## src/rtl/hazard_scoreboard_if.sv

```systemverilog
// Decode-stage hazard bus: per-instruction Tuse/Tnew codes in, stall and forwarding selects out.
// The master side is the decode stage, the slave side is the scoreboard.
interface hazard_scoreboard_if #(
  parameter int unsigned ADDR_W = 5,
  parameter int unsigned TW     = 3,
  parameter int unsigned STAGES = 3
);
  localparam int unsigned SW = $clog2(STAGES + 1);

  logic              d_valid;
  logic [ADDR_W-1:0] d_rs;
  logic [ADDR_W-1:0] d_rt;
  logic [TW-1:0]     d_tuse_s;
  logic [TW-1:0]     d_tuse_t;
  logic [ADDR_W-1:0] d_dst;
  logic [TW-1:0]     d_tnew;
  logic              d_md_start;
  logic              d_md_use;
  logic              flush;
  logic              stall;
  logic [SW-1:0]     fwd_sel_s;
  logic [SW-1:0]     fwd_sel_t;
  logic              md_busy;

  modport master (
    output d_valid, d_rs, d_rt, d_tuse_s, d_tuse_t, d_dst, d_tnew, d_md_start, d_md_use, flush,
    input  stall, fwd_sel_s, fwd_sel_t, md_busy
  );

  modport slave (
    input  d_valid, d_rs, d_rt, d_tuse_s, d_tuse_t, d_dst, d_tnew, d_md_start, d_md_use, flush,
    output stall, fwd_sel_s, fwd_sel_t, md_busy
  );
endinterface

```

## src/rtl/hazard_scoreboard.sv

```systemverilog
// Pipeline hazard unit: shadows destination/Tnew of in-flight instructions and derives
// the decode stall, per-operand forwarding selects and the mult/div interlock.
module hazard_scoreboard #(
  parameter int unsigned ADDR_W = 5,
  parameter int unsigned TW     = 3,
  parameter int unsigned STAGES = 3,
  parameter int unsigned MD_LAT = 5
) (
  input logic                clk,
  input logic                reset,
  hazard_scoreboard_if.slave bus
);
  localparam int unsigned   SW        = $clog2(STAGES + 1);
  localparam int unsigned   CW        = $clog2(MD_LAT + 1);
  localparam logic [TW-1:0] TUSE_NONE = '1;

  logic [ADDR_W-1:0] dst_q  [STAGES];
  logic [ADDR_W-1:0] dst_d  [STAGES];
  logic [TW-1:0]     tnew_q [STAGES];
  logic [TW-1:0]     tnew_d [STAGES];
  logic              e_md_start_q, e_md_start_d;
  logic [CW-1:0]     md_cnt_q, md_cnt_d;

  logic          hit_s, hit_t;
  logic [TW-1:0] tnew_s, tnew_t;
  logic [SW-1:0] idx_s, idx_t;
  logic          data_stall, md_stall;

  // Walk oldest to youngest so the youngest match overwrites any older one.
  always_comb begin
    hit_s  = 1'b0;
    hit_t  = 1'b0;
    tnew_s = '0;
    tnew_t = '0;
    idx_s  = '0;
    idx_t  = '0;
    for (int i = STAGES - 1; i >= 0; i--) begin
      if (bus.d_valid && bus.d_rs != '0 && bus.d_tuse_s != TUSE_NONE && dst_q[i] == bus.d_rs) begin
        hit_s  = 1'b1;
        tnew_s = tnew_q[i];
        idx_s  = SW'(i + 1);
      end
      if (bus.d_valid && bus.d_rt != '0 && bus.d_tuse_t != TUSE_NONE && dst_q[i] == bus.d_rt) begin
        hit_t  = 1'b1;
        tnew_t = tnew_q[i];
        idx_t  = SW'(i + 1);
      end
    end
  end

  always_comb begin
    data_stall    = (hit_s && (tnew_s > bus.d_tuse_s)) || (hit_t && (tnew_t > bus.d_tuse_t));
    md_stall      = bus.d_valid && bus.d_md_use && ((md_cnt_q != '0) || e_md_start_q);
    bus.stall     = data_stall || md_stall;
    bus.fwd_sel_s = (hit_s && tnew_s == '0) ? idx_s : '0;
    bus.fwd_sel_t = (hit_t && tnew_t == '0) ? idx_t : '0;
    bus.md_busy   = (md_cnt_q != '0);
  end

  always_comb begin
    dst_d  = dst_q;
    tnew_d = tnew_q;
    // Older stages advance unconditionally; Tnew counts down and saturates at zero.
    for (int i = 1; i < STAGES; i++) begin
      dst_d[i]  = dst_q[i-1];
      tnew_d[i] = (tnew_q[i-1] == '0) ? '0 : tnew_q[i-1] - TW'(1);
    end
    if (bus.stall || bus.flush || !bus.d_valid) begin
      dst_d[0]     = '0;
      tnew_d[0]    = '0;
      e_md_start_d = 1'b0;
    end else begin
      dst_d[0]     = bus.d_dst;
      tnew_d[0]    = bus.d_tnew;
      e_md_start_d = bus.d_md_start;
    end
    if (e_md_start_q) begin
      md_cnt_d = CW'(MD_LAT);
    end else if (md_cnt_q != '0) begin
      md_cnt_d = md_cnt_q - CW'(1);
    end else begin
      md_cnt_d = '0;
    end
  end

  always_ff @(posedge clk) begin
    if (!reset) begin
      for (int i = 0; i < STAGES; i++) begin
        dst_q[i]  <= '0;
        tnew_q[i] <= '0;
      end
      e_md_start_q <= 1'b0;
      md_cnt_q     <= '0;
    end else begin
      dst_q        <= dst_d;
      tnew_q       <= tnew_d;
      e_md_start_q <= e_md_start_d;
      md_cnt_q     <= md_cnt_d;
    end
  end
endmodule

```

## src/flat_wrapper.sv

```systemverilog
// flat-port wrapper written by rule: the top's interface ports become plain ports
module hazard_scoreboard_flat 
#(
  parameter int unsigned ADDR_W = 5,
  parameter int unsigned TW     = 3,
  parameter int unsigned STAGES = 3,
  parameter int unsigned MD_LAT = 5
)
  (clk, reset, bus_d_valid, bus_d_rs, bus_d_rt, bus_d_tuse_s, bus_d_tuse_t, bus_d_dst, bus_d_tnew, bus_d_md_start, bus_d_md_use, bus_flush, bus_stall, bus_fwd_sel_s, bus_fwd_sel_t, bus_md_busy);
  hazard_scoreboard_if #(.ADDR_W(ADDR_W), .TW(TW), .STAGES(STAGES)) bus_i ();
  input logic clk;
  input logic reset;
  input wire logic [$bits(bus_i.d_valid)-1:0] bus_d_valid;
  input wire logic [$bits(bus_i.d_rs)-1:0] bus_d_rs;
  input wire logic [$bits(bus_i.d_rt)-1:0] bus_d_rt;
  input wire logic [$bits(bus_i.d_tuse_s)-1:0] bus_d_tuse_s;
  input wire logic [$bits(bus_i.d_tuse_t)-1:0] bus_d_tuse_t;
  input wire logic [$bits(bus_i.d_dst)-1:0] bus_d_dst;
  input wire logic [$bits(bus_i.d_tnew)-1:0] bus_d_tnew;
  input wire logic [$bits(bus_i.d_md_start)-1:0] bus_d_md_start;
  input wire logic [$bits(bus_i.d_md_use)-1:0] bus_d_md_use;
  input wire logic [$bits(bus_i.flush)-1:0] bus_flush;
  output wire logic [$bits(bus_i.stall)-1:0] bus_stall;
  output wire logic [$bits(bus_i.fwd_sel_s)-1:0] bus_fwd_sel_s;
  output wire logic [$bits(bus_i.fwd_sel_t)-1:0] bus_fwd_sel_t;
  output wire logic [$bits(bus_i.md_busy)-1:0] bus_md_busy;
  assign bus_i.d_valid = bus_d_valid;
  assign bus_i.d_rs = bus_d_rs;
  assign bus_i.d_rt = bus_d_rt;
  assign bus_i.d_tuse_s = bus_d_tuse_s;
  assign bus_i.d_tuse_t = bus_d_tuse_t;
  assign bus_i.d_dst = bus_d_dst;
  assign bus_i.d_tnew = bus_d_tnew;
  assign bus_i.d_md_start = bus_d_md_start;
  assign bus_i.d_md_use = bus_d_md_use;
  assign bus_i.flush = bus_flush;
  assign bus_stall = bus_i.stall;
  assign bus_fwd_sel_s = bus_i.fwd_sel_s;
  assign bus_fwd_sel_t = bus_i.fwd_sel_t;
  assign bus_md_busy = bus_i.md_busy;
  hazard_scoreboard #(.ADDR_W(ADDR_W), .TW(TW), .STAGES(STAGES), .MD_LAT(MD_LAT)) u_core (.clk(clk), .reset(reset), .bus(bus_i));
endmodule
```

## config.mk

```make
export PLATFORM = sky130hd
export DESIGN_NAME = hazard_scoreboard_flat
export DESIGN_NICKNAME = d
export VERILOG_FILES = /design/src/rtl/hazard_scoreboard_if.sv /design/src/rtl/hazard_scoreboard.sv /design/src/flat_wrapper.sv
export SDC_FILE = /design/constraint.sdc
export NUM_CORES = 1
export LEC_CHECK = 0
export ABC_AREA = 1
export CAP_MARGIN = 20
export CORE_ASPECT_RATIO = 1.75
export CORE_MARGIN = 2
export CORE_UTILIZATION = 53
export CTS_CLUSTER_DIAMETER = 120
export CTS_CLUSTER_SIZE = 16
export DETAILED_ROUTE_END_ITERATION = 10
export GPL_TIMING_DRIVEN = 0
export PLACE_DENSITY = 0.8
export SLEW_MARGIN = 40
export SYNTH_ARGS = -nofsm -noshare
export SYNTH_HDL_FRONTEND = slang
export SYNTH_SLANG_ARGS = --single-unit
```

## constraint.sdc

```tcl
create_clock -name clk -period 2.7 [get_ports clk]
set_input_delay 0.405 -clock clk [delete_from_list [all_inputs] [get_ports clk]]
set_output_delay 0.405 -clock clk [all_outputs]
set_load 0.01 [all_outputs]
```

==> run_results.csv <==
group,metric,value,unit
cts,postCtsHoldBufs,0,
cts,clock_sinks,28,
routing,num_vias,2208,
yosys,ys_warn_count,0,
final_layout,drive_above_1_share,23.70,%
yosys,synth_area,2116,um2
global_route,overflow,0,
worst_setup_path,cp_slowest_cell,"dfxtp_4",
floorplan,fp-row-count,30,
cts,cts_root_buf,"clkbuf_8",
cts,cts_max_path_buffers,2,
cts,cts_buffers,3,
run_status,outcome,"finished, violations left",
cts,h-tree-depth,1,
routing,routedWlPerCell,12.31,um
worst_setup_path,path_cells,"inv_1 > nand2_1 > nand2_1 > nor2_2 > nand3_2 > nand4_1 > nand3_1 > and2_1 > ha_1 > nand2_1 > o21ai_1 > nand3_2 > nand3_2 > buf_6",
sta,worst_slew_pin_slew,0.4072,ns
sta,tns,-0.03768,ns
hold_path,whs_path_depth,2,
yosys,synth_nets,377,
sta,rsz0062_at_grt,"true",
sta,period_needed,2.738,ns
cts,clk_latency,0.28,ns
power,total_leakage_power,1.492,nW
routing,antenna_left,0,
worst_setup_path,endpoint_kind,"output pin",
cts,tritoncts,"yes",
yosys,postSynthCellCount,335,
sta,finalClockSkew,0.004249,ns
sta,final_hold_viol_count,0,
final_layout,nets,427,
worst_setup_path,slowest_delay,0.38,ns
yosys,ys_types,27,
place,dpl.hpwl,4040,um
floorplan,ios,36,
worst_setup_path,required,2.30,ns
run_status,violations,"setup timing",
hold_path,min_from,"u_core.dst_d[6]",
final_layout,fill_cells,320,
worst_setup_path,regToRegStartpoint,"u_core.dst_d[2]",
sta,period_share,101.4,%
power,ir_worst_vdd,0.4399,mV
routing,drt_wl_total,5317,um
worst_setup_path,r2r_slack,0.23,ns
global_route,grt_max_degree,17,
final_layout,final_cell_count_no_fill,432,
floorplan,coreArea,3866,um2
routing,drt_first_pass_iters,4,
routing,first_iter_violations,55,
floorplan,fp.dieArea,4533,um2
floorplan,initial_utilization,54.72,%
cts,cts.clk_slew.worst_paths,0.10,ns
global_route,grt_antenna_before_repair,0,
sta,timing.fmax,0.3653,GHz
worst_setup_path,worstPathArrival,2.33,ns
worst_setup_path,cp_max_fo,5,
global_route,grt_pass1_vias,2007,
routing,post-route-drc-count,0,
sta,setup_violations,1,
hold_path,holdCritPathClass,"flip-flop to flip-flop",
flow_run,max_cap_viol_count,0,
power,p_per_area,415.8,nW/um2
final_layout,syn_to_final_growth,32.35,%
yosys,ys_seq_area_share,26.49,%
place,dpl.cell_count,417,
floorplan,fp.dieW,51.76,um
sta,slew_viol_final,0,
routing,routed_via_density,5.111,
worst_setup_path,timing.rr.end,"u_core.dst_d[9]",
sta,fin_ws,-0.03768,ns
final_layout,diodes,0,
final_layout,final_util,72.43,%
worst_setup_path,worstSetupPathType,"flip-flop to output pin",
floorplan,die_y,87.58,um
place,port_buffers,34,
sta,slew_headroom,72.85,%
hold_path,whs_endpoint,"u_core.dst_d[1]",
place,gp_congestion,0.8647,
worst_setup_path,rr_worst_depth,16,
global_route,grt_first_pass_wirelength,8038,um
global_route,track_usage,23.42,%
yosys,syn_area_per_cell,6.316,um2
worst_setup_path,critPathLaunchType,"flip-flop",
yosys,ys_ff_latch,28,
synthesized netlist by cell type, drive strengths merged:
master  count  share of area, %
nand4       8               3.1
o21ai       4              0.95
clkinv      2              0.35
nor2       51                12
dfxtp      28                26
xnor2      12               5.0
nor2b       2              0.59
nand2      99                18
ha         12               7.1
clkbuf      1              0.18
nor3        2              0.47
a21oi       7               1.7
and2        1              0.30
buf         1              0.53
inv        68                12
o211ai      1              0.35
nor4        1              0.30
nand3      28               8.4
xor2        7               2.9
timing repair:
| item | 4_1_cts | 5_1_grt |
|---|---|---|
| gates resized for setup | 31 | 57 |
| pin swaps | 3 | 14 |
| setup buffers | 5 | 6 |
| endpoints found under the setup margin | 14 | 12 |
| hold endpoints to repair | 0 | 0 |
report_power, final:
part           internal [mW]  switching (mW)
registers              0.445          0.0242
logic                  0.160           0.198
clock network          0.199           0.138
per-layer routing:
layer  global-route usage (%)  up-vias  share of wire [%]
met3                    1.877       24                3.0
met5                        0        -                  0
met4                    17.22        0                6.7
met2                    46.04       64                 57
met1                    21.06     1007                 33
li1                         -     1113                  -
critical path: cells and delay by family (launching register included):
| family | cells | cell delay, ns |
|---|---|---|
| compound gates | 1 | 0.14 |
| simple gates | 10 | 1.06 |
| buf+inv | 2 | 0.17 |
| flops | 1 | 0.38 |
| fa+ha+maj | 1 | 0.28 |
layout by cell type (no fill, tap or decap), types with 2 or more instances in the layout:
master and count:
nor3_1 2, xnor2_2 2, dlymetal6s2s_1 6, nand3_2 10, buf_6 3, nand2_1 94
dlygate4sd2_1 4, nand4_1 7, nor2_2 20, ha_4 3, nand3_1 16, a21oi_2 2
nor2_4 4, clkbuf_2 9, a21oi_1 5, dfxtp_4 2, dfxtp_2 4, ha_1 9
nor2_1 27, inv_1 61, clkbuf_8 3, o21ai_1 2, nand2_2 4, inv_2 6
buf_4 10, xnor2_1 10, dfxtp_1 22, nand3_4 2, xor2_1 7, clkdlybuf4s50_1 13
cell families after synthesis:
group / synth area share (%)
adder cells (fa/ha/maj): 7.096
XOR/XNOR: 7.865
AND/OR/NAND/NOR: 42.46
flip-flops: 26.49
buffers and inverters: 13.13
AO/OA/AOI/OAI: 2.956
flip-flops by register name (all words and copies together), names as in the netlist:
signal / flops
u_core.dst_d: 10
u_core.tnew_q: 9
u_core.dst_q: 5
u_core.md_cnt_q: 3
u_core.e_md_start_q: 1
layout make-up:
cell class	count	area (um2)	area share, %
Sequential cell	28	573.1	20.46
Tap cell	48	60.06	2.145
Timing Repair Buffer	45	392.9	14.03
Multi-Input combinational cell	235	1421	50.76
Inverter	70	266.5	9.517
Clock buffer	3	41.29	1.475
Buffer	2	15.01	0.5362
Clock inverter	1	30.03	1.072
worst max-delay path by stage:
stage | endpoint | slack (ns) | startpoint | depth (start not counted)
finish | bus_stall | -0.04 | u_core.dst_d[2] | 14
global route | bus_stall | -0.18 | u_core.dst_d[2] | 15
CTS | bus_stall | -0.18 | bus_d_tuse_s[0] | 14
detailed placement | bus_stall | -0.95 | bus_d_rs[1] | 14
global placement | bus_stall | -0.91 | bus_d_rs[1] | 14
floorplan | bus_stall | 0.28 | bus_d_rs[0] | 13
per-stage QoR:
step / hold slack [ns] / worst slack, ns / area (um2) / power (mW)
3_3_place_gp: 0.4571 / -0.9105 / 2516 / 0.8004
4_1_cts: 0.4803 / -0.1790 / 2663 / 1.147
2_1_floorplan: 0.4136 / 0.2802 / 2116 / 0.6800
5_1_grt: 0.4991 / -0.1818 / 2800 / 1.235
6_report: 0.4685 / -0.03768 / 2800 / 1.164
3_5_place_dp: 0.4655 / -0.9544 / 2516 / 0.8134
Power figures use the tool's default switching activity.
